<file path="src/rtl/lsu_stage.sv">
// ---------------------------------------------------------------------------
// lsu_stage -- load/store unit stage of the 5-stage RV32E pipeline.
//
// Takes one instruction at a time from EXU. Loads and stores run over a split
// AXI4-Lite-style master port; everything else passes straight through. The
// writeback value (load data aligned and extended, ALU result, or 0 for
// stores) and the instruction context are then offered to WBU with a
// valid/ready handshake.
//
// Ports:
//   clock, reset          single clock, synchronous active-high reset
//   in_valid / in_ready   EXU handshake; in_ready is high only while IDLE
//   in_inst               instruction word (opcode/funct3 decoded here)
//   in_alu_result         effective address for memory ops, else result
//   in_store_data         rs2 value for stores
//   in_next_pc, in_num    next PC and instruction sequence number
//   mem_ar* / mem_r*      read address / read data channels
//   mem_aw* / mem_w*      write address / write data channels
//   mem_b*                write response channel
//   out_valid / out_ready WBU handshake
//   out_wdata             writeback value
//   out_inst, out_next_pc, out_num   latched instruction context
//   out_sim_lsu_addr      effective address for loads/stores, 0 otherwise
//   out_fault             (LSU_ACCESS_FAULT_EN only) nonzero rresp/bresp
//
// Build option:
//   LSU_ACCESS_FAULT_EN   adds out_fault; a faulting load writes back 0.
//                         Without it, mem_rresp and mem_bresp are ignored.
// ---------------------------------------------------------------------------
module lsu_stage #(
  parameter int ADDR_WIDTH = 32,
  parameter int DATA_WIDTH = 32,
  parameter int NUM_WIDTH  = 64
) (
  input  logic                  clock,
  input  logic                  reset,

  input  logic                  in_valid,
  output logic                  in_ready,
  input  logic [31:0]           in_inst,
  input  logic [DATA_WIDTH-1:0] in_alu_result,
  input  logic [DATA_WIDTH-1:0] in_store_data,
  input  logic [ADDR_WIDTH-1:0] in_next_pc,
  input  logic [NUM_WIDTH-1:0]  in_num,

  output logic                  mem_arvalid,
  input  logic                  mem_arready,
  output logic [ADDR_WIDTH-1:0] mem_araddr,
  input  logic                  mem_rvalid,
  output logic                  mem_rready,
  input  logic [DATA_WIDTH-1:0] mem_rdata,
  input  logic [1:0]            mem_rresp,

  output logic                  mem_awvalid,
  input  logic                  mem_awready,
  output logic [ADDR_WIDTH-1:0] mem_awaddr,
  output logic                  mem_wvalid,
  input  logic                  mem_wready,
  output logic [DATA_WIDTH-1:0] mem_wdata,
  output logic [3:0]            mem_wstrb,
  input  logic                  mem_bvalid,
  output logic                  mem_bready,
  input  logic [1:0]            mem_bresp,

  output logic                  out_valid,
  input  logic                  out_ready,
  output logic [DATA_WIDTH-1:0] out_wdata,
  output logic [31:0]           out_inst,
  output logic [ADDR_WIDTH-1:0] out_next_pc,
  output logic [NUM_WIDTH-1:0]  out_num,
  output logic [ADDR_WIDTH-1:0] out_sim_lsu_addr
`ifdef LSU_ACCESS_FAULT_EN
  ,
  output logic                  out_fault
`endif
);

  localparam logic [6:0] OPC_LOAD  = 7'b0000011;
  localparam logic [6:0] OPC_STORE = 7'b0100011;

  typedef enum logic [2:0] {
    IDLE,
    RD_ADDR,
    RD_DATA,
    WR_REQ,
    WR_RESP,
    DONE
  } state_t;

  state_t                  state;
  logic [ADDR_WIDTH-1:0]   addr_q;
  logic                    accept;
  logic                    aw_done;
  logic                    w_done;

  // Select and extend the addressed lane of a read word. Unused funct3
  // encodings fall back to a whole-word load.
  function automatic logic [31:0] load_align(input logic [2:0]  f3,
                                             input logic [1:0]  a,
                                             input logic [31:0] d);
    logic [7:0]  b;
    logic [15:0] h;
    b = d[{a, 3'b000} +: 8];
    h = a[1] ? d[31:16] : d[15:0];
    case (f3)
      3'b000:  load_align = {{24{b[7]}}, b};
      3'b001:  load_align = {{16{h[15]}}, h};
      3'b100:  load_align = {24'b0, b};
      3'b101:  load_align = {16'b0, h};
      default: load_align = d;
    endcase
  endfunction

  // Move store data onto the byte lanes it targets; other lanes are zero.
  function automatic logic [31:0] store_lanes(input logic [2:0]  f3,
                                              input logic [1:0]  a,
                                              input logic [31:0] d);
    case (f3)
      3'b000:  store_lanes = {24'b0, d[7:0]} << {a, 3'b000};
      3'b001:  store_lanes = {16'b0, d[15:0]} << {a[1], 4'b0000};
      default: store_lanes = d;
    endcase
  endfunction

  function automatic logic [3:0] store_strb(input logic [2:0] f3,
                                            input logic [1:0] a);
    case (f3)
      3'b000:  store_strb = 4'b0001 << a;
      3'b001:  store_strb = 4'b0011 << {a[1], 1'b0};
      default: store_strb = 4'b1111;
    endcase
  endfunction

  assign in_ready   = (state == IDLE);
  assign accept     = (state == IDLE) && in_valid;
  assign mem_araddr = {addr_q[ADDR_WIDTH-1:2], 2'b00};
  assign mem_awaddr = {addr_q[ADDR_WIDTH-1:2], 2'b00};

  // A write channel counts as done once its valid has dropped or it is
  // handshaking this cycle; AW and W may finish in either order.
  assign aw_done = !mem_awvalid || mem_awready;
  assign w_done  = !mem_wvalid  || mem_wready;

`ifndef LSU_ACCESS_FAULT_EN
  logic unused_resp;
  assign unused_resp = ^{mem_rresp, mem_bresp};
`endif

  // Datapath registers that never need a reset value: effective address and
  // the store beat, captured when an instruction is accepted.
  always_ff @(posedge clock) begin
    if (accept) begin
      addr_q    <= in_alu_result[ADDR_WIDTH-1:0];
      mem_wdata <= store_lanes(in_inst[14:12], in_alu_result[1:0], in_store_data);
      mem_wstrb <= store_strb(in_inst[14:12], in_alu_result[1:0]);
    end
  end

  // Control FSM and WBU-facing output registers.
  always_ff @(posedge clock) begin
    if (reset) begin
      state            <= IDLE;
      mem_arvalid      <= 1'b0;
      mem_rready       <= 1'b0;
      mem_awvalid      <= 1'b0;
      mem_wvalid       <= 1'b0;
      mem_bready       <= 1'b0;
      out_valid        <= 1'b0;
      out_wdata        <= '0;
      out_inst         <= '0;
      out_next_pc      <= '0;
      out_num          <= '0;
      out_sim_lsu_addr <= '0;
`ifdef LSU_ACCESS_FAULT_EN
      out_fault        <= 1'b0;
`endif
    end else begin
      case (state)
        IDLE: begin
          if (in_valid) begin
            out_inst    <= in_inst;
            out_next_pc <= in_next_pc;
            out_num     <= in_num;
`ifdef LSU_ACCESS_FAULT_EN
            out_fault   <= 1'b0;
`endif
            case (in_inst[6:0])
              OPC_LOAD: begin
                state            <= RD_ADDR;
                mem_arvalid      <= 1'b1;
                out_wdata        <= '0;
                out_sim_lsu_addr <= in_alu_result[ADDR_WIDTH-1:0];
              end
              OPC_STORE: begin
                state            <= WR_REQ;
                mem_awvalid      <= 1'b1;
                mem_wvalid       <= 1'b1;
                out_wdata        <= '0;
                out_sim_lsu_addr <= in_alu_result[ADDR_WIDTH-1:0];
              end
              default: begin
                state            <= DONE;
                out_valid        <= 1'b1;
                out_wdata        <= in_alu_result;
                out_sim_lsu_addr <= '0;
              end
            endcase
          end
        end

        RD_ADDR: begin
          if (mem_arready) begin
            mem_arvalid <= 1'b0;
            mem_rready  <= 1'b1;
            state       <= RD_DATA;
          end
        end

        RD_DATA: begin
          if (mem_rvalid) begin
            mem_rready <= 1'b0;
            out_valid  <= 1'b1;
            state      <= DONE;
            out_wdata  <= load_align(out_inst[14:12], addr_q[1:0], mem_rdata);
`ifdef LSU_ACCESS_FAULT_EN
            if (mem_rresp != 2'b00) begin
              out_fault <= 1'b1;
              out_wdata <= '0;
            end
`endif
          end
        end

        WR_REQ: begin
          if (mem_awvalid && mem_awready) mem_awvalid <= 1'b0;
          if (mem_wvalid && mem_wready)   mem_wvalid  <= 1'b0;
          if (aw_done && w_done) begin
            mem_bready <= 1'b1;
            state      <= WR_RESP;
          end
        end

        WR_RESP: begin
          if (mem_bvalid) begin
            mem_bready <= 1'b0;
            out_valid  <= 1'b1;
            state      <= DONE;
`ifdef LSU_ACCESS_FAULT_EN
            if (mem_bresp != 2'b00) out_fault <= 1'b1;
`endif
          end
        end

        DONE: begin
          // Outputs hold until WBU takes them; the next instruction is only
          // accepted from IDLE, one cycle after this handshake.
          if (out_ready) begin
            out_valid <= 1'b0;
            state     <= IDLE;
          end
        end

        default: state <= IDLE;
      endcase
    end
  end

endmodule

</file>
<file path="config.mk">
export PLATFORM = sky130hd
export DESIGN_NAME = lsu_stage
export DESIGN_NICKNAME = d
export VERILOG_FILES = /design/src/rtl/lsu_stage.sv
export SDC_FILE = /design/constraint.sdc
export NUM_CORES = 1
export LEC_CHECK = 0
export CORE_AREA = 3 3 205 207
export CTS_CLUSTER_DIAMETER = 30
export DETAILED_ROUTE_END_ITERATION = 10
export DIE_AREA = 0 0 208 210
export GPL_TIMING_DRIVEN = 0
export SETUP_SLACK_MARGIN = 0.02
export SKIP_LAST_GASP = 1
export SYNTH_ARGS = -nofsm -noshare
export SYNTH_HDL_FRONTEND = slang
export SYNTH_SLANG_ARGS = --single-unit
export TNS_END_PERCENT = 5
</file>
<file path="constraint.sdc">
create_clock -name clock -period 3.9 [get_ports clock]
set_input_delay 0.78 -clock clock [delete_from_list [all_inputs] [get_ports clock]]
set_output_delay 0.78 -clock clock [all_outputs]
set_load 0.02 [all_outputs]
</file>
==> results of run 1 <==
-- placed cells by master (no fill, tap or decap), types with 8 or more instances in the layout --
master                              n
sky130_fd_sc_hd__a2111oi_4         10
sky130_fd_sc_hd__a211oi_1          17
sky130_fd_sc_hd__a21o_1             9
sky130_fd_sc_hd__a21oi_1          156
sky130_fd_sc_hd__a221oi_1           8
sky130_fd_sc_hd__a222oi_1           8
sky130_fd_sc_hd__a22o_1            17
sky130_fd_sc_hd__a22oi_1           33
sky130_fd_sc_hd__a2bb2oi_1          8
sky130_fd_sc_hd__a311oi_1           8
sky130_fd_sc_hd__buf_2             19
sky130_fd_sc_hd__buf_4             66
sky130_fd_sc_hd__clkbuf_1          63
sky130_fd_sc_hd__clkbuf_16         72
sky130_fd_sc_hd__clkbuf_8           9
sky130_fd_sc_hd__clkdlybuf4s50_1  526
sky130_fd_sc_hd__clkinv_2          19
sky130_fd_sc_hd__dfxtp_1          201
sky130_fd_sc_hd__edfxtp_1          68
sky130_fd_sc_hd__inv_1             16
sky130_fd_sc_hd__nand2_1          281
sky130_fd_sc_hd__nand3_1            8
sky130_fd_sc_hd__nor2_1            66
sky130_fd_sc_hd__nor2b_1           19
sky130_fd_sc_hd__nor3_1            12
sky130_fd_sc_hd__o21ai_0           12
sky130_fd_sc_hd__o22ai_1            9
-- worst min path at each step --
| stage | start | end | slack (ps) | cells past startpoint |
|---|---|---|---|---|
| 2_1_floorplan | out_inst[0] | out_inst[0] | 530 | 2 |
| 3_3_place_gp | out_num[42] | out_num[42] | 440 | 2 |
| 3_5_place_dp | out_num[5] | out_num[5] | 450 | 2 |
| 4_1_cts | out_next_pc[30] | out_next_pc[30] | 450 | 2 |
| 5_1_grt | out_num[5] | out_num[5] | 460 | 2 |
| 6_report | out_num[33] | out_num[33] | 450 | 2 |
-- layout make-up --
class	instances	area, um2	area share (%)
multi-input combinational	745	4130	21.2
inverter	17	63.8	0.328
antenna	2	5.00	0.0257
clock inverter	41	430	2.21
tap	532	666	3.42
timing repair buffer	527	5290	27.2
sequential	269	6070	31.2
clock buffer	86	1940	10.0
buffer	149	850	4.37
-- through the flow --
| stage | cell area (um2) | hold WS, ps | power, W | setup slack [ps] | utilization, % |
|---|---|---|---|---|---|
| 6_report | 19400 | 450 | 0.0138 | 1010 | 47.9 |
| 5_1_grt | 19400 | 464 | 0.0145 | 825 | 47.9 |
| 4_1_cts | 19400 | 451 | 0.0140 | 950 | 47.9 |
| 3_5_place_dp | 17100 | 446 | 0.00815 | 473 | 42.1 |
| 3_3_place_gp | 17000 | 441 | 0.00809 | -308 | 42.0 |
| 2_1_floorplan | 11100 | 535 | 0.00607 | 1070 | - |
-- Yosys cell counts, types with 12 or more instances --
cell                       number
sky130_fd_sc_hd__a211oi_1      17
sky130_fd_sc_hd__a21oi_1      156
sky130_fd_sc_hd__a22o_1        17
sky130_fd_sc_hd__a22oi_1       33
sky130_fd_sc_hd__buf_2         19
sky130_fd_sc_hd__buf_4         66
sky130_fd_sc_hd__clkbuf_1      59
sky130_fd_sc_hd__dfxtp_1      201
sky130_fd_sc_hd__edfxtp_1      68
sky130_fd_sc_hd__inv_1         16
sky130_fd_sc_hd__nand2_1      281
sky130_fd_sc_hd__nor2_1        66
sky130_fd_sc_hd__nor2b_1       19
sky130_fd_sc_hd__nor3_1        12
sky130_fd_sc_hd__o21ai_0       12
-- per-layer routing --
metal  vias up  share of wire (%)  routed length [um]
met5         -              0.049                  23
met3        97                8.8                4130
met1      5363                 39               18300
li1       5290                  -                   -
met2       485                 50               23300
met4         4                2.7                1250
-- cells by family (layout without fill, tap and decap cells) --
kind of cell | after synthesis | in the layout
and+or+nand+nor | 419 | 419
buffers and inverters | 166 | 820
muxes | 7 | 7
DFF | 269 | 269
other | 1 | 6
AOI/OAI and AO/OA | 315 | 315
-- where the power goes --
| part | internal (W) | switching [W] |
|---|---|---|
| Clock | 0.00398 | 0.00175 |
| Sequential | 0.00346 | 0.000281 |
| Combinational | 0.00186 | 0.00248 |
-- worst max-delay path, stage by stage (launching register included) --
cell and delay [ps]:
sky130_fd_sc_hd__dfxtp_1 370, sky130_fd_sc_hd__clkbuf_1 260, sky130_fd_sc_hd__nor3_1 220, sky130_fd_sc_hd__clkdlybuf4s50_1 710
-- registers in the layout (all words and copies together) (netlist names), 3 cells and up --
| signal | count |
|---|---|
| state | 3 |
| out_inst | 32 |
| out_num | 64 |
| out_next_pc | 32 |
| out_wdata | 32 |
| out_sim_lsu_addr | 32 |
| addr_q | 32 |
| mem_wdata | 32 |
| mem_wstrb | 4 |
==> parameters.txt, run 1 <==
Parameter                              Value

Status
  Status    complete, no violations

Timing
  Portion of the clock cycle consumed by the worst path in the final layout    74.1%
  Max-slew violations    0
  Final setup vio count    0
  Final critical-path required period    2890 ps
  Count of endpoints failing hold in the final timing report    0
  Worst clock skew    17.2 ps
  Transition time at the pin with the least slew margin    1430 ps
  Max transition margin    4.41%
  FMAX    346 MHz
  RSZ-0062 raised after global routing    no
  Setup TNS Final    0 ps

Yosys
  Area contributors post-synth    sky130_fd_sc_hd__dfxtp_1 (36%), sky130_fd_sc_hd__edfxtp_1 (18%), sky130_fd_sc_hd__nand2_1 (9.5%)
  Synth Area in Adders    0%
  Largest family of logic cells by synthesized area    compound AO/OA/AOI/OAI gates
  Post-synthesis share of cell area spent on and, or, nand and nor gates    16.4%
  Most common flop cell mapped by yosys    sky130_fd_sc_hd__dfxtp_1
  Cell type with the highest aggregate area in the netlist    sky130_fd_sc_hd__dfxtp_1
  Compound-Gate Fraction of Synth Area    19.9%
  Warnings, synthesis    0
  Synth cell types    57
  Multiplexer share of the synthesized area    0.801%
  XOR/XNOR Fraction of Synth Area    0%
  Fraction of registers with async set or reset after synthesis    0%
  Post-synthesis register bit count    269
  Number of synthesized flops with an enable pin    68
  Synthesized instance count    1177
  Post-synthesis cell area    0.0111 mm2
  Mapped Avg Cell Area    9.42 um2
  Portion of the post-synthesis area used by sequential elements    54.7%
  Post-synth top area share    36.3%

Global routing
  Antenna violations before repair    3
  Global-route wire length before repair    69.1 mm
  Overflow left after global routing    0
  Met1 GRT Util    23.2%
  Global routing usage on met2    35.7%
  Vias in the first global route    11300
  Global routing usage on met3    7.38%
  Overall routing resource usage    20.5%
  Largest net degree at the start of global routing    60
  Top Usage Layer GRT    met2

Die
  Starting Density    27.4%
  Die Height    210 um
  Site Rows    74
  Die footprint    0.0437 mm2
  I/O pin cnt    536
  Core Region    0.0406 mm2
  X dimension of the die    208 um

Finish
  Post-layout net count    2017
  Area growth from synthesis to layout    75.3%
  Fill cell instance count of the final layout    3886
  Finished Layout Cells    2368
  Ratio of cells with drive above 1 in the final layout    12.6%

Run
  Max-capacitance violation count    0

Min path
  Worst Hold Class    register to register

Route
  Detailed-router iteration count before antenna repair    5
  Vias    11200
  Via density per instance    4.75
  Number of remaining DRC errors    0
  Antenna Nets Post-Route    0
  Aggregate routed wire length    47.0 mm
  Iteration-0 DRC Markers    648
  Routed wirelength normalized by instance count    19.9 um

Placement
  Final GP Congestion    0.862
  IO buf count    526
  Cell count after placement    2239
  Half-perimeter wire length of the detailed placement result    36.2 mm

Setup path
  Critical path startpoint category    register
  FF-to-FF Start    state[0]
  Nature of the critical path endpoint    primary output
  Category of the most critical setup path    register to primary output
  Worst setup path startpoint    state[0]
  Reg2reg end    out_inst[17]
  Crit path capture    in_ready
  Critical Path Fanout Max    10
  Setup slack, reg-to-reg    1460 ps
  Path depth of the worst reg2reg path    6
  Critical Path RT    3120 ps
  Data arrival time of the critical path    2110 ps

Clocking
  Insertion delay to the later sink of the worst-skew pair    560 ps
  Worst-path clk slew    40 ps
  Buffers inserted by post-CTS timing repair    0
  TritonCTS Buffers    71
  CTS H-Tree Depth    3
  Deepest clock path buffer count    3
  CTS Root Cell    sky130_fd_sc_hd__clkbuf_16
  Number of hold-repair buffers added at the cts stage    0
  PostCTS Resize Cnt    0
  Clock tree from TritonCTS    yes
  Clock sinks    269

Pwr
  VDD IR-drop max    0.000350 V
  Static leakage    7.20 nW
  Power density of the placed cells    711 mW/mm2
No activity file was read; power rests on OpenSTA's default activity.
==> inputs of run 2 (changes only) <==
==> constraint.sdc (replaced) <==
create_clock -name clock -period 2.36 [get_ports clock]
set_input_delay 0.472 -clock clock [delete_from_list [all_inputs] [get_ports clock]]
set_output_delay 0.472 -clock clock [all_outputs]
set_load 0.02 [all_outputs]
==> run 2 against run 1 <==
  * The flow now finishes with violations (setup timing)
  * Global-route usage about the same
  * Combinational power up 65%
  * Register-to-register slack got worse by 1400 ps
  * Critical path type is now primary input to register
==> parameters.txt, run 2 (same netlist as run 1, synthesis figures left out) <==
Parameter                              Value

Pwr
  VDD IR-drop max    0.000687 V
  Power density of the placed cells    1180 mW/mm2
  Static leakage    7.22 nW

Clocking
  Worst-path clk slew    40 ps
  Deepest clock path buffer count    3
  CTS Root Cell    sky130_fd_sc_hd__clkbuf_16
  Insertion delay to the later sink of the worst-skew pair    570 ps
  TritonCTS Buffers    69
  Clock sinks    269
  CTS H-Tree Depth    3
  Buffers inserted by post-CTS timing repair    0
  Clock tree from TritonCTS    yes

Min path
  Hold path depth    3
  Worst Hold Class    primary input to register
  Start point of the worst hold path    reset
  Worst min-delay path endpoint    state[1]

Finish
  Flip-flop count of the largest register, all copies and words added    64
  Most common cell after layout, fill and taps aside    sky130_fd_sc_hd__clkdlybuf4s50_1
  Final cell utilization of the core    48.1%
  Ratio of cells with drive above 1 in the final layout    12.6%
  Reg with most FFs    out_num
  Post-layout net count    2014
  Area growth from synthesis to layout    75.9%
  Most frequent cells in the layout    sky130_fd_sc_hd__clkdlybuf4s50_1 (525), sky130_fd_sc_hd__nand2_1 (281), sky130_fd_sc_hd__dfxtp_1 (201)

Route
  Antenna Nets Post-Route    0
  Routed wirelength normalized by instance count    19.8 um
  Number of remaining DRC errors    0
  Vias    11200
  Aggregate routed wire length    46.8 mm
  Via density per instance    4.72
  Iteration-0 DRC Markers    687
  Detailed-router iteration count before antenna repair    5

Global routing
  Overall routing resource usage    20.6%
  Vias in the first global route    11300
  Largest net degree at the start of global routing    78
  Antenna violations before repair    1
  Overflow left after global routing    0
  Global-route wire length before repair    69.1 mm

Timing
  Max-slew violations    0
  Post-route worst hold slack    417 ps
  Final setup margin    -51.3 ps
  Transition time at the pin with the least slew margin    1330 ps
  FMAX    415 MHz
  Worst clock skew    18.4 ps
  Max transition margin    11.5%
  Count of endpoints failing hold in the final timing report    0
  Setup TNS Final    -85.0 ps
  RSZ-0062 raised after global routing    yes
  Final setup vio count    2
  Final critical-path required period    2410 ps
  Portion of the clock cycle consumed by the worst path in the final layout    102%

Die
  Starting Density    27.4%
  X dimension of the die    208 um
  I/O pin cnt    536
  Die footprint    0.0437 mm2
  Site Rows    74
  Core Region    0.0406 mm2
  Die Height    210 um

Placement
  Half-perimeter wire length of the detailed placement result    35.9 mm
  IO buf count    526
  Final GP Congestion    0.848

Setup path
  Data arrival time of the critical path    2840 ps
  FF-to-FF Start    state[1]
  Critical Path Fanout Max    8
  Setup slack, reg-to-reg    60 ps
  Nature of the critical path endpoint    register
  Critical Path RT    2790 ps
  Path depth of the worst reg2reg path    7
  Critical path startpoint category    primary input
  Reg2reg end    out_sim_lsu_addr[11]
  Category of the most critical setup path    primary input to register

Status
  Failing checks    setup timing
  Status    complete, but fails checks

Run
  Max-capacitance violation count    0
-- run 2: cell count changes in the layout (fill, tap and decap cells not counted), moves of 2 or more --
cell | before | now
sky130_fd_sc_hd__clkinv_2 | 19 | 9
sky130_fd_sc_hd__clkinv_8 | 1 | 4
sky130_fd_sc_hd__inv_6 | 7 | 2
sky130_fd_sc_hd__clkbuf_2 | 0 | 5
sky130_fd_sc_hd__clkbuf_16 | 72 | 70
sky130_fd_sc_hd__clkinv_4 | 2 | 0
sky130_fd_sc_hd__clkbuf_8 | 9 | 18
sky130_fd_sc_hd__clkinvlp_4 | 3 | 5
-- run 2: power breakdown --
group	switching [W]	internal (W)	total, W
Combinational	0.00409	0.00304	0.00714
Sequential	0.000459	0.00572	0.00618
Clock	0.00291	0.00683	0.00974
-- run 2: how the worst max path moves through the flow --
stage                                start             to  cells after the start
after floorplan                   in_valid      addr_q[0]                      4
final                     in_alu_result[1]  mem_wdata[25]                      6
after CTS                 in_alu_result[1]  mem_wdata[25]                      6
after global placement            in_valid   out_inst[25]                      7
after detailed placement          in_valid   out_inst[30]                      7
after global routing           in_inst[14]  mem_wdata[13]                      5
-- run 2: routing by layer --
layer  vias up  part of all wire, %  GRT usage (%)
met2       503                   49           35.6
li1       5309                    -              -
met4         0                  2.8           7.84
met5         -                    0              0
met1      5277                   39           23.2
met3        75                  9.1           7.58
-- run 2: layout make-up --
| type | instances | area [um2] |
|---|---|---|
| Tap cell | 532 | 666 |
| Clock inverter | 32 | 437 |
| Fill cell | 3859 | 21000 |
| Antenna cell | 1 | 2.50 |
| Multi-Input combinational cell | 745 | 4130 |
| Timing Repair Buffer | 526 | 5260 |
| Clock buffer | 96 | 2020 |
| Sequential cell | 269 | 6070 |
| Inverter | 17 | 63.8 |
| Buffer | 149 | 862 |
-- run 2: critical path, cell delays in order --
cell and delay (ps):
sky130_fd_sc_hd__clkdlybuf4s50_1 480, sky130_fd_sc_hd__clkbuf_1 380, sky130_fd_sc_hd__inv_1 150, sky130_fd_sc_hd__nor3_1 950, sky130_fd_sc_hd__a222oi_1 280, sky130_fd_sc_hd__inv_1 110
-- run 2: timing repair --
action	in CTS	in global routing
pin swaps	0	1
resized for setup	3	8
hold buffers	0	0
endpoints found under the setup margin	204	133
-- run 2: metrics by stage --
step / instances / worst slack (ps) / area (um2) / total power [W]
after floorplan: 1180 / 234 / 11100 / 0.0100
after global placement: 2238 / -885 / 17000 / 0.0134
after detailed placement: 2238 / -909 / 17000 / 0.0134
after CTS: 2366 / -98.3 / 19500 / 0.0233
after global routing: 2367 / -145 / 19500 / 0.0241
final: 2367 / -51.3 / 19500 / 0.0231
